## src/rtl/fifo16_buffer_if.sv

```systemverilog
// Producer/consumer bus of fifo16_buffer. Defining FIFO16_ERR_FLAGS_EN adds the
// sticky overflow/underflow status lines.
interface fifo16_buffer_if #(
    parameter int BUF_WIDTH  = 4,
    parameter int DATA_WIDTH = 4
);
    logic [DATA_WIDTH-1:0] buf_in;
    logic                  wr_en;
    logic                  rd_en;
    logic [DATA_WIDTH-1:0] uH;
    logic [DATA_WIDTH-1:0] uL;
    logic [DATA_WIDTH-1:0] buf_out;
    logic                  buf_empty;
    logic                  buf_full;
    logic                  almost_full;
    logic                  almost_empty;
    logic [BUF_WIDTH:0]    fifo_counter;
`ifdef FIFO16_ERR_FLAGS_EN
    logic                  overflow;
    logic                  underflow;
`endif

    modport master (
        output buf_in, wr_en, rd_en, uH, uL,
`ifdef FIFO16_ERR_FLAGS_EN
        input  overflow, underflow,
`endif
        input  buf_out, buf_empty, buf_full, almost_full, almost_empty, fifo_counter
    );

    modport slave (
        input  buf_in, wr_en, rd_en, uH, uL,
`ifdef FIFO16_ERR_FLAGS_EN
        output overflow, underflow,
`endif
        output buf_out, buf_empty, buf_full, almost_full, almost_empty, fifo_counter
    );
endinterface

```

## src/rtl/fifo16_buffer.sv

```systemverilog
// Single-clock FIFO with registered read port, programmable almost-full/empty flags
// and exported occupancy. Optional sticky error flags under FIFO16_ERR_FLAGS_EN.
module fifo16_buffer #(
    parameter int BUF_WIDTH  = 4,
    parameter int DATA_WIDTH = 4
) (
    input  logic           clk,
    input  logic           rst,
    fifo16_buffer_if.slave bus
);
    localparam int DEPTH = 1 << BUF_WIDTH;
    localparam int CW    = ((DATA_WIDTH > BUF_WIDTH + 1) ? DATA_WIDTH : BUF_WIDTH + 1) + 1;
    localparam logic [BUF_WIDTH:0]   CNT_ZERO  = (BUF_WIDTH + 1)'(0);
    localparam logic [BUF_WIDTH:0]   CNT_ONE   = (BUF_WIDTH + 1)'(1);
    localparam logic [BUF_WIDTH:0]   CNT_DEPTH = (BUF_WIDTH + 1)'(DEPTH);
    localparam logic [BUF_WIDTH-1:0] PTR_ZERO  = BUF_WIDTH'(0);
    localparam logic [BUF_WIDTH-1:0] PTR_ONE   = BUF_WIDTH'(1);
    localparam logic [CW-1:0]        DEPTH_EXT = CW'(DEPTH);

    logic [DATA_WIDTH-1:0] mem_r [DEPTH];
    logic [BUF_WIDTH-1:0]  wr_ptr_r;
    logic [BUF_WIDTH-1:0]  rd_ptr_r;
    logic [BUF_WIDTH:0]    count_r;
    logic [DATA_WIDTH-1:0] out_r;

    logic                  empty_s;
    logic                  full_s;
    logic                  almost_full_s;
    logic                  almost_empty_s;
    logic                  wr_acc_s;
    logic                  rd_acc_s;
    logic [CW-1:0]         cnt_ext_s;
    logic [CW-1:0]         uh_ext_s;
    logic [CW-1:0]         ul_ext_s;

    // Status flags and accept qualifiers, all derived from the occupancy count.
    always_comb begin
        cnt_ext_s = CW'(count_r);
        uh_ext_s  = CW'(bus.uH);
        ul_ext_s  = CW'(bus.uL);
        empty_s   = (count_r == CNT_ZERO);
        full_s    = (count_r == CNT_DEPTH);
        // count >= DEPTH-uH rewritten as count+uH >= DEPTH so uH >= DEPTH cannot underflow
        almost_full_s  = ((cnt_ext_s + uh_ext_s) >= DEPTH_EXT);
        almost_empty_s = (cnt_ext_s <= ul_ext_s);
        wr_acc_s  = bus.wr_en & ~full_s;
        rd_acc_s  = bus.rd_en & ~empty_s;
    end

    // Storage array; deliberately not reset so stale words survive rst.
    always_ff @(posedge clk) begin
        if (wr_acc_s) begin
            mem_r[wr_ptr_r] <= bus.buf_in;
        end
    end

    // Pointers, occupancy counter and registered read data.
    always_ff @(posedge clk or posedge rst) begin
        if (rst) begin
            wr_ptr_r <= PTR_ZERO;
            rd_ptr_r <= PTR_ZERO;
            count_r  <= CNT_ZERO;
            out_r    <= DATA_WIDTH'(0);
        end else begin
            if (wr_acc_s) begin
                wr_ptr_r <= wr_ptr_r + PTR_ONE;
            end
            if (rd_acc_s) begin
                out_r    <= mem_r[rd_ptr_r];
                rd_ptr_r <= rd_ptr_r + PTR_ONE;
            end
            case ({wr_acc_s, rd_acc_s})
                2'b10:   count_r <= count_r + CNT_ONE;
                2'b01:   count_r <= count_r - CNT_ONE;
                default: count_r <= count_r;
            endcase
        end
    end

    assign bus.buf_out      = out_r;
    assign bus.buf_empty    = empty_s;
    assign bus.buf_full     = full_s;
    assign bus.almost_full  = almost_full_s;
    assign bus.almost_empty = almost_empty_s;
    assign bus.fifo_counter = count_r;

`ifdef FIFO16_ERR_FLAGS_EN
    logic overflow_r;
    logic underflow_r;

    // Sticky misuse flags; a full-write paired with an accepted read is legal.
    always_ff @(posedge clk or posedge rst) begin
        if (rst) begin
            overflow_r  <= 1'b0;
            underflow_r <= 1'b0;
        end else begin
            if (bus.wr_en && full_s && !rd_acc_s) begin
                overflow_r <= 1'b1;
            end
            if (bus.rd_en && empty_s) begin
                underflow_r <= 1'b1;
            end
        end
    end

    assign bus.overflow  = overflow_r;
    assign bus.underflow = underflow_r;
`endif

endmodule

```

## src/flat_wrapper.sv

```systemverilog
// flat-port wrapper written by rule: the top's interface ports become plain ports
module fifo16_buffer_flat 
#(
    parameter int BUF_WIDTH  = 4,
    parameter int DATA_WIDTH = 4
)
  (clk, rst, bus_buf_in, bus_wr_en, bus_rd_en, bus_uH, bus_uL, bus_buf_out, bus_buf_empty, bus_buf_full, bus_almost_full, bus_almost_empty, bus_fifo_counter);
  fifo16_buffer_if #(.BUF_WIDTH(BUF_WIDTH), .DATA_WIDTH(DATA_WIDTH)) bus_i ();
  input  logic clk;
  input  logic rst;
  input wire logic [$bits(bus_i.buf_in)-1:0] bus_buf_in;
  input wire logic [$bits(bus_i.wr_en)-1:0] bus_wr_en;
  input wire logic [$bits(bus_i.rd_en)-1:0] bus_rd_en;
  input wire logic [$bits(bus_i.uH)-1:0] bus_uH;
  input wire logic [$bits(bus_i.uL)-1:0] bus_uL;
  output wire logic [$bits(bus_i.buf_out)-1:0] bus_buf_out;
  output wire logic [$bits(bus_i.buf_empty)-1:0] bus_buf_empty;
  output wire logic [$bits(bus_i.buf_full)-1:0] bus_buf_full;
  output wire logic [$bits(bus_i.almost_full)-1:0] bus_almost_full;
  output wire logic [$bits(bus_i.almost_empty)-1:0] bus_almost_empty;
  output wire logic [$bits(bus_i.fifo_counter)-1:0] bus_fifo_counter;
  assign bus_i.buf_in = bus_buf_in;
  assign bus_i.wr_en = bus_wr_en;
  assign bus_i.rd_en = bus_rd_en;
  assign bus_i.uH = bus_uH;
  assign bus_i.uL = bus_uL;
  assign bus_buf_out = bus_i.buf_out;
  assign bus_buf_empty = bus_i.buf_empty;
  assign bus_buf_full = bus_i.buf_full;
  assign bus_almost_full = bus_i.almost_full;
  assign bus_almost_empty = bus_i.almost_empty;
  assign bus_fifo_counter = bus_i.fifo_counter;
  fifo16_buffer #(.BUF_WIDTH(BUF_WIDTH), .DATA_WIDTH(DATA_WIDTH)) u_core (.clk(clk), .rst(rst), .bus(bus_i));
endmodule
```

## config.mk

```make
export PLATFORM = sky130hd
export DESIGN_NAME = fifo16_buffer_flat
export DESIGN_NICKNAME = d
export VERILOG_FILES = /design/src/rtl/fifo16_buffer_if.sv /design/src/rtl/fifo16_buffer.sv /design/src/flat_wrapper.sv
export SDC_FILE = /design/constraint.sdc
export NUM_CORES = 1
export LEC_CHECK = 0
export BUFFER_PORTS_ARGS = -buffer_cell sky130_fd_sc_hd__buf_2
export CAP_MARGIN = 0
export CORE_UTILIZATION = 40
export CTS_CLUSTER_SIZE = 10
export DETAILED_ROUTE_END_ITERATION = 8
export PLACE_DENSITY_LB_ADDON = 0.2
export SYNTH_ARGS = -nofsm -noshare
export SYNTH_HDL_FRONTEND = slang
export SYNTH_SLANG_ARGS = --single-unit
```

## constraint.sdc

```tcl
create_clock -name clk -period 3.9 [get_ports clk]
set_clock_uncertainty 0.1 [all_clocks]
set_input_delay 0.39 -clock clk [delete_from_list [all_inputs] [get_ports clk]]
set_output_delay 0.39 -clock clk [all_outputs]
set_load 0.05 [all_outputs]
```

==> flow_metrics.tcl <==
set metrics [dict create \
    clk_latency_ns 0.35 \
    rsz0062_at_grt "false" \
    ctsResizeCount 0 \
    async_flop_share 0.210 \
    synthFlopType "edfxtp_1" \
    layout_common_cells "edfxtp_1 (64), buf_2 (28), nand2_1 (22)" \
    synth-seq-area-share 0.646 \
    crit_type "flop to flop" \
    gp_congestion 0.743 \
    drv_cap 0 \
    slew_headroom 0.408 \
    cts_buffer_depth 2 \
    power_frac_clock 0.194 \
    grt_usage 0.156 \
    start_kind "flop" \
    vias_per_cell 5.11 \
    cpMaxStageDelayCell "or4_4" \
    synth_nets 265 \
    dpl_worst_slack_ns 0.779 \
    antenna_found_initial 0 \
    dr_total_vias 1911 \
    cts.clk_slew.worst_paths_ns 0.08 \
    slew_viol_final 0 \
    period_needed_ns 3.15 \
    fmax_ghz 0.318 \
    seqPwrFrac 0.446 \
    setup_tns_ns 0 \
    p_switching_mw 1.15 \
    netlist_area_um2 3630 \
    drtPass1Iterations 4 \
    row_count 34 \
    drcViolationCount 0 \
    fp.dieH_um 97.3 \
    root_buffer "clkbuf_8" \
    layout_commonest_cell "edfxtp_1" \
    min_path_type "input port to async pin" \
    fin_nets 294 \
    p_leak_nw 1.53 \
    cp_common_cell "ha_1" \
    critPathTopFamily "simple AND/OR/NAND/NOR gates" \
    p_int_mw 1.84 \
    final_hold_viol_count 0 \
    core_um2 8760 \
    synth-seq-cells 81 \
    cpPeakStageDelay_ns 0.58 \
    clock_sinks 81 \
    cp.required_ns 4.03 \
    holdWs_ns 0.0282 \
    cts_tree "built" \
    drive_above_1_share 0.222 \
    yosys.area.top_type_share 0.529 \
    ir_worst_vdd_v 0.000305 \
    syn_inst 232 \
    fill_cells 773 \
    pwr-share-comb 0.360 \
    postCtsSetupBuffers 0 \
    holdBufCountCts 0 \
    cp_num_buf_inv 1 \
    dieArea_um2 9470 \
    arrival_ns 3.28 \
    power_density_nw_per_um2 743 \
    wl_per_cell_um 17.8 \
    setup_violations 0 \
    routed_wl_um 6670 \
    worst_pin_slew_ns 0.888 \
    path_cells "or4_4 > o21ai_4 > inv_2 > ha_1 > ha_1 > nor2b_1 > o21ai_1 > a21oi_1 > or3b_1 > xnor2_1" \
    placed_cells 358 \
    p_sw_frac 0.386 \
    num_io_pins 29 \
    overflow 0 \
    portBuffers 28 \
    worst-path-max-fanout 11 \
    yosys_warnings 0 \
    numCtsBuffers 9 \
    ys_top_cells_by_area "edfxtp_1 (53%), dfrtp_1 (12%), mux4_2 (5.6%)" \
    instances_no_fill 374 \
    grt_pass1_wl_um 10800 \
    grt_pass1_vias 1993 \
    die_w_um 97.3 \
    synth_largest_area_cell "edfxtp_1" \
    antennaDiodeCount 0 \
    finalCritPeriodShare 0.807 \
    areaGrowthSynthToFinish_pct 10.8 \
    syn_avg_cell_area_um2 15.7 \
    drt-initial-drc-count 85 \
    cp-end-kind "flop" \
    grt_max_degree 18 \
    dp_hpwl_um 4550 \
    synth-edff-count 64 \
    ant_nets 0 \
    ys_types 36 \
    htreeDepth 3 \
    status "completed" \
    start_util 0.415 \
    fin_ws_ns 0.754 \
]
-- synth_stat cells, drive strengths merged, types with 4 or more instances --
cell type,count
a21oi,6
buf,9
dfrtp,17
edfxtp,64
ha,16
inv,13
mux2,4
mux2i,5
mux4,16
nand2,22
nor2,14
nor3,4
o21ai,12
xnor2,8
-- flip-flops by register name, indices dropped and copies added (netlist names) --
register and count:
u_core.mem_r 64, u_core.bus.fifo_counter 5, u_core.bus.buf_out 4, u_core.rd_ptr_r 4, u_core.wr_ptr_r 4
-- layer usage --
| layer | vias to the layer above | GRT usage | share of wire | routed length, µm |
|---|---|---|---|---|
| met4 | 0 | 0.0633 | 0.018 | 122 |
| met2 | 38 | 0.244 | 0.47 | 3170 |
| met5 | - | 0 | 0 | 0 |
| met3 | 10 | 0.0439 | 0.038 | 255 |
| met1 | 946 | 0.205 | 0.47 | 3120 |
| li1 | 917 | - | - | - |
-- power groups by stage --
| stage | clock [mW] | sequential (mW) | combinational, mW |
|---|---|---|---|
| 2_1_floorplan | 0 | 1.36 | 0.818 |
| 3_3_place_gp | 0 | 1.36 | 1.08 |
| 3_5_place_dp | 0 | 1.36 | 1.09 |
| 4_1_cts | 0.599 | 1.34 | 1.09 |
| 5_1_grt | 0.631 | 1.37 | 1.17 |
| 6_report | 0.581 | 1.33 | 1.08 |
-- worst paths after layout --
path	startpoint	endpoint	slack, ns	cells past startpoint
worst max-delay path	u_core.bus.fifo_counter[0]$_DFFE_PP0P_	u_core.bus.fifo_counter[4]$_DFFE_PP0P_	0.75	10
worst min-delay path	rst	u_core.bus.buf_out[0]$_DFFE_PP0P_	0.03	2
worst max register to register	u_core.bus.fifo_counter[0]$_DFFE_PP0P_	u_core.bus.fifo_counter[4]$_DFFE_PP0P_	0.75	10
worst min register to register	u_core.bus.buf_out[1]$_DFFE_PP0P_	u_core.bus.buf_out[1]$_DFFE_PP0P_	0.38	2
max in group asynchronous	rst	u_core.wr_ptr_r[2]$_DFFE_PP0P_	3.24	2
min in group clk	bus_rd_en	u_core.rd_ptr_r[0]$_DFFE_PP0P_	0.30	3
-- metrics by stage --
step	total power, mW	util	instance area [µm²]
floorplan	2.18	-	3630
global placement	2.44	0.438	3840
detailed placement	2.45	0.438	3840
CTS	3.03	0.459	4030
global route	3.17	0.459	4030
finish	2.99	0.459	4030
-- worst register-to-register path, stage by stage (launching register included) --
cell and delay (ns):
dfrtp_1 0.47, or4_4 0.58, o21ai_4 0.30, inv_2 0.10
ha_1 0.27, ha_1 0.33, nor2b_1 0.14, o21ai_1 0.16
a21oi_1 0.09, or3b_1 0.36, xnor2_1 0.13
-- final cells by class --
class | count | area, µm² | share of cell area
sequential | 81 | 2350 | 0.583
multi-input combinational | 127 | 1160 | 0.288
timing repair buffer | 29 | 148 | 0.0367
tap | 108 | 135 | 0.0336
clock buffer | 10 | 128 | 0.0317
clock inverter | 6 | 58.8 | 0.0146
inverter | 13 | 48.8 | 0.0121
-- cells by family (layout without fill, tap and decap cells) --
kind of cell               Yosys count  after routing  share of synthesized area
DFF                                 81             81                      0.646
and+or+nand+nor                     54             54                     0.0685
muxes                               25             25                      0.133
buffers and inverters               24             58                     0.0344
AOI/OAI and AO/OA                   21             21                     0.0337
adders and majority gates           17             17                     0.0606
xor gates and xnor gates            10             10                     0.0241
No activity file was read; power rests on OpenSTA's default activity.
